`src/rtl/async_fifo_rd_stream.sv`:
```
// Read-side consumer for the async FIFO. It pops the show-ahead read port into a
// registered 2-entry skid buffer (head/tail) and presents the words as a
// valid/ready stream. Occupancy and an accepted-beat counter are exported.
//
// Handshake: a beat transfers on a rising i_rclk edge where o_tvalid=1 and
// i_tready=1 ("fire"). While o_tvalid=1 and i_tready=0, o_tdata and o_tvalid
// stay stable; the only exception is i_flush, which drops o_tvalid. o_rinc is a
// pop strobe: the word on i_rdata is consumed at any edge where o_rinc=1.
module async_fifo_rd_stream #(
    parameter int DATA_WIDTH  = 8,
    parameter int COUNT_WIDTH = 16
) (
    input  logic                   i_rclk,
    input  logic                   i_rrst_n,
    input  logic [DATA_WIDTH-1:0]  i_rdata,
    input  logic                   i_rempty,
    output logic                   o_rinc,
    output logic [DATA_WIDTH-1:0]  o_tdata,
    output logic                   o_tvalid,
    input  logic                   i_tready,
    input  logic                   i_flush,
    output logic [1:0]             o_occupancy,
    output logic [COUNT_WIDTH-1:0] o_beat_count
);

    logic [1:0]             occ_q,   occ_d;
    logic [DATA_WIDTH-1:0]  head_q,  head_d;
    logic [DATA_WIDTH-1:0]  tail_q,  tail_d;
    logic [COUNT_WIDTH-1:0] beat_q,  beat_d;
    logic                   fire;
    logic                   pop;

    // Stream and pop controls come only from registered state and FIFO/flush
    // inputs, so i_tready never reaches o_rinc and i_rdata never reaches o_tdata.
    always_comb begin
        o_tvalid     = (occ_q != 2'd0) && !i_flush;
        o_tdata      = head_q;
        o_occupancy  = occ_q;
        o_beat_count = beat_q;
        pop          = i_rrst_n && !i_rempty && !i_flush && (occ_q != 2'd2);
        o_rinc       = pop;
        fire         = o_tvalid && i_tready;
    end

    // Next-state: buffer update table, flush discard and beat counting.
    always_comb begin
        occ_d  = occ_q;
        head_d = head_q;
        tail_d = tail_q;
        beat_d = beat_q;
        if (fire) begin
            beat_d = beat_q + 1'b1;
        end
        if (i_flush) begin
            // Buffered words are dropped; pop and fire are both blocked here.
            occ_d  = 2'd0;
            head_d = '0;
            tail_d = '0;
        end else begin
            case (occ_q)
                2'd0: begin
                    if (pop) begin
                        head_d = i_rdata;
                        occ_d  = 2'd1;
                    end
                end
                2'd1: begin
                    if (pop && fire) begin
                        head_d = i_rdata;        // sustained one word per cycle
                    end else if (pop) begin
                        tail_d = i_rdata;
                        occ_d  = 2'd2;
                    end else if (fire) begin
                        occ_d  = 2'd0;
                    end
                end
                2'd2: begin
                    if (fire) begin
                        head_d = tail_q;         // skid entry moves to the head
                        occ_d  = 2'd1;
                    end
                end
                default: begin
                    occ_d = 2'd0;
                end
            endcase
        end
    end

    // State register with asynchronous active-low reset.
    always_ff @(posedge i_rclk or negedge i_rrst_n) begin
        if (!i_rrst_n) begin
            occ_q  <= 2'd0;
            head_q <= '0;
            tail_q <= '0;
            beat_q <= '0;
        end else begin
            occ_q  <= occ_d;
            head_q <= head_d;
            tail_q <= tail_d;
            beat_q <= beat_d;
        end
    end

endmodule

```
`config.mk`:
```
export PLATFORM = sky130hd
export DESIGN_NAME = async_fifo_rd_stream
export DESIGN_NICKNAME = d
export VERILOG_FILES = /design/src/rtl/async_fifo_rd_stream.sv
export SDC_FILE = /design/constraint.sdc
export NUM_CORES = 1
export LEC_CHECK = 0
export BUFFER_PORTS_ARGS = -buffer_cell sky130_fd_sc_hd__buf_4
export CORE_AREA = 2 2 65 67
export CTS_CLUSTER_SIZE = 24
export DETAILED_ROUTE_END_ITERATION = 8
export DIE_AREA = 0 0 67 69
export PLACE_DENSITY_LB_ADDON = 0.1
export SYNTH_ARGS = -nofsm -noshare
export SYNTH_HDL_FRONTEND = slang
export SYNTH_SLANG_ARGS = --single-unit
```
`constraint.sdc`:
```
create_clock -name i_rclk -period 1.65 [get_ports i_rclk]
set_input_delay 0.33 -clock i_rclk [delete_from_list [all_inputs] [get_ports i_rclk]]
set_output_delay 0.33 -clock i_rclk [all_outputs]
set_load 0.005 [all_outputs]
```
==> results.md <==
* Largest area contributor in the netlist: dfrtp_1
* I/O pin total at 41
* Die Height at 69 um
* Final WL at 3.86 mm
* Total global-route track usage at 0.181
* Minimum clock period after layout at 1.70 ns
* Ant diodes at 0
* Leak at 0.00120 uW
* Max transition margin at 0.804
* Vias in the first global route at 1,430
* Yosys top cell area share at 0.469
* RSZ-0062 raised after global routing: yes
* Routed Antenna Nets at 0
* Global placer's final weighted congestion at 0.783
* Final Net Count at 239
* Top_reg_cell synth: dfrtp_1
* CORE AREA at 3910 um2
* Flop2flop setup slack at -0.05 ns
* Data arrival, critical path at 1.88 ns
* Multiplexer share of the synthesized area at 0.0614
* Area share of xor/xnor cells in the synthesized design at 0.0725
* H-tree depth at 2
* Port-buffer cells at 40
* Synth Area in Simple Gates at 0.189
* Inserted Clock Buffers at 5
* PwrDens at 1010 nW/um2
* Total of max-cap violations at 0
* DP Area at 2280 um2
* Most frequent cell after synthesis: dfrtp_1
* Worst Tran Pin Value at 0.293 ns
* Post-synth cell types at 35
* VDD IR max at 0.572 mV
* Worst reg-to-reg path cell count at 6
* Tcrit/Tclk final at 1.03
* Synthesized cell area at 1810 um2
* Worst r2r src: o_occupancy[1]
* Setup crit end kind: register
* Number of flops mapped to enable cells by yosys at 0
* Gr ovfl total at 0
* Average cell area after synthesis at 11.3 um2
* Clock transition at path regs at 0.07 ns
* Syn Nets at 179
* Max Clk Rate at 587 MHz
* Failing checks: hold timing, setup timing
* Post-route cell area at 2480 um2
* Initial antenna violation count at 0
* Fillers at 323
* Setup CP Type: register to register
* Pins Over Slew Limit at 0
* Final WS setup at -0.0541 ns
* Final hold slack at -0.000474 ns
* Initial detailed-routing violation count at 58
* Final std cells w/o fill at 272
* Layout cells sized above 1 at 0.414
* Clock Path Buffers at 2
* FF-to-FF End: o_tdata[2]
* Die W at 67 um
* Clock root cell: clkbuf_8
* Startpoint Class: register
* Dpl hpwl at 2.80 mm
* Ys Warns at 0
* Placed cell count at 260
* Vias at 1,390
* Worst-path fanout max at 12
* Cells after Synth at 161
* Setup Viol. Count Final at 13
* Wire per inst at 14.2 um
* Core Rows at 23
* DRT Pass-1 Iters at 4
* Area grow syn2layout at 36.9%
* CTS tree: yes
* Starting Density at 0.463
* Post-synth top cells: dfrtp_1 (34), inv_1 (13), nor2_1 (12), xnor2_1 (12)
* Clk sinks at 34
* Ys async rst share at 1.00
* Clk_lat worst skew at 0.28 ns
* Register area share after synthesis at 0.469
* Status: finished, violations left
* Worst Clk Skew at 0.00631 ns
* First-pass GRT wire length at 6.55 mm
* Vias per cell at 5.11
* Largest cells by area after synthesis: dfrtp_1 (47%), xnor2_1 (5.8%), mux2i_1 (5.5%)
* Worst Path Required at 1.83 ns
* Main combinational cell family by area after synthesis: simple AND/OR/NAND/NOR gates
* DIE AREA at 4620 um2
* Drt drc at 0
* Synth Area in Compound Gates at 0.120
* Synth Area in Adders at 0.0345
* Largest net degree at the start of global routing at 25
* Seq cells post-synth at 34
* Final Hold Fails at 2
* Hold WC Path Type: primary input to async pin
## critical path, stage by stage (launching register included)
cell and delay, ns:
dfrtp_1 0.39, inv_2 0.07, ha_4 0.27, nand2b_1 0.06
a211o_4 0.40, buf_4 0.17, a311oi_1 0.25
## cells in the final DEF, fill, tap and decap left out, types with 3 or more instances in the layout
cell type,count
a221oi_1,5
a221oi_2,3
a311oi_1,6
and4_1,3
buf_4,56
clkbuf_8,5
dfrtp_1,34
ha_1,3
inv_1,11
mux2i_1,9
nand2_1,9
nand3_1,7
nor2_1,10
nor2b_1,9
xnor2_1,12
xor2_1,3
## what timing repair did
action / CTS / global route
hold buffers: 0 / 0
setup endpoints to repair: 19 / 24
pin swaps: 1 / 5
cloned: 0 / 1
gates resized for setup: 7 / 6
setup buffers: 1 / 2
## cells by family after synthesis
kind of cell,Yosys count
mux,11
fa+ha+maj,5
compound gates,21
buf+inv,20
simple gates,55
flops,34
xor+xnor,15
## where the power goes
part	total, uW	switching (uW)	internal [uW]
combinational	736	331	405
sequential	1040	104	934
clock	744	292	452
## flip-flops by register name, summed over array words and instances, names as in the netlist
register	flops
o_beat_count	16
o_tdata	8
tail_q	8
o_occupancy	2
## area by class of cell
class	count	area, um2	area share
multi-input cells	108	951	0.383
inverters	13	48.8	0.0197
flip-flops and latches	34	851	0.343
repair buffers	59	463	0.186
clock buffers	7	76.3	0.0307
clock inverters	1	30.0	0.0121
well taps	50	62.6	0.0252
## per-stage QoR
step / hold WS, ns / setup TNS (ns) / util / worst slack (ns) / total power, uW
5_1_grt: 0.000128 / -1.73 / 0.634 / -0.132 / 2670
3_3_place_gp: 0.300 / -0.285 / 0.582 / -0.0572 / 1710
4_1_cts: 0.000769 / -0.608 / 0.618 / -0.0594 / 2510
3_5_place_dp: 0.309 / -0.718 / 0.582 / -0.109 / 1730
6_report: -0.000474 / -0.376 / 0.634 / -0.0541 / 2520
2_1_floorplan: 0.0344 / -0.178 / - / -0.0744 / 1400
## per-layer routing
| metal | up-vias | part of all wire | global-route usage |
|---|---|---|---|
| li1 | 687 | - | - |
| met1 | 671 | 0.45 | 0.241 |
| met2 | 28 | 0.50 | 0.282 |
| met3 | 4 | 0.045 | 0.0571 |
| met4 | 0 | 0.0075 | 0.0499 |
| met5 | - | 0 | 0 |
## worst max path at each step
stage | to | cells past startpoint | slack [ns] | start
2_1_floorplan | o_tdata[6] | 7 | -0.07 | o_occupancy[0]
3_3_place_gp | o_occupancy[0] | 6 | -0.06 | o_occupancy[0]
3_5_place_dp | o_tdata[6] | 6 | -0.11 | o_occupancy[0]
4_1_cts | o_occupancy[0] | 7 | -0.06 | o_occupancy[0]
5_1_grt | o_tdata[2] | 6 | -0.13 | o_occupancy[1]
6_report | o_tdata[2] | 6 | -0.05 | o_occupancy[1]
Note: power is estimated with default switching activity, not from simulation.
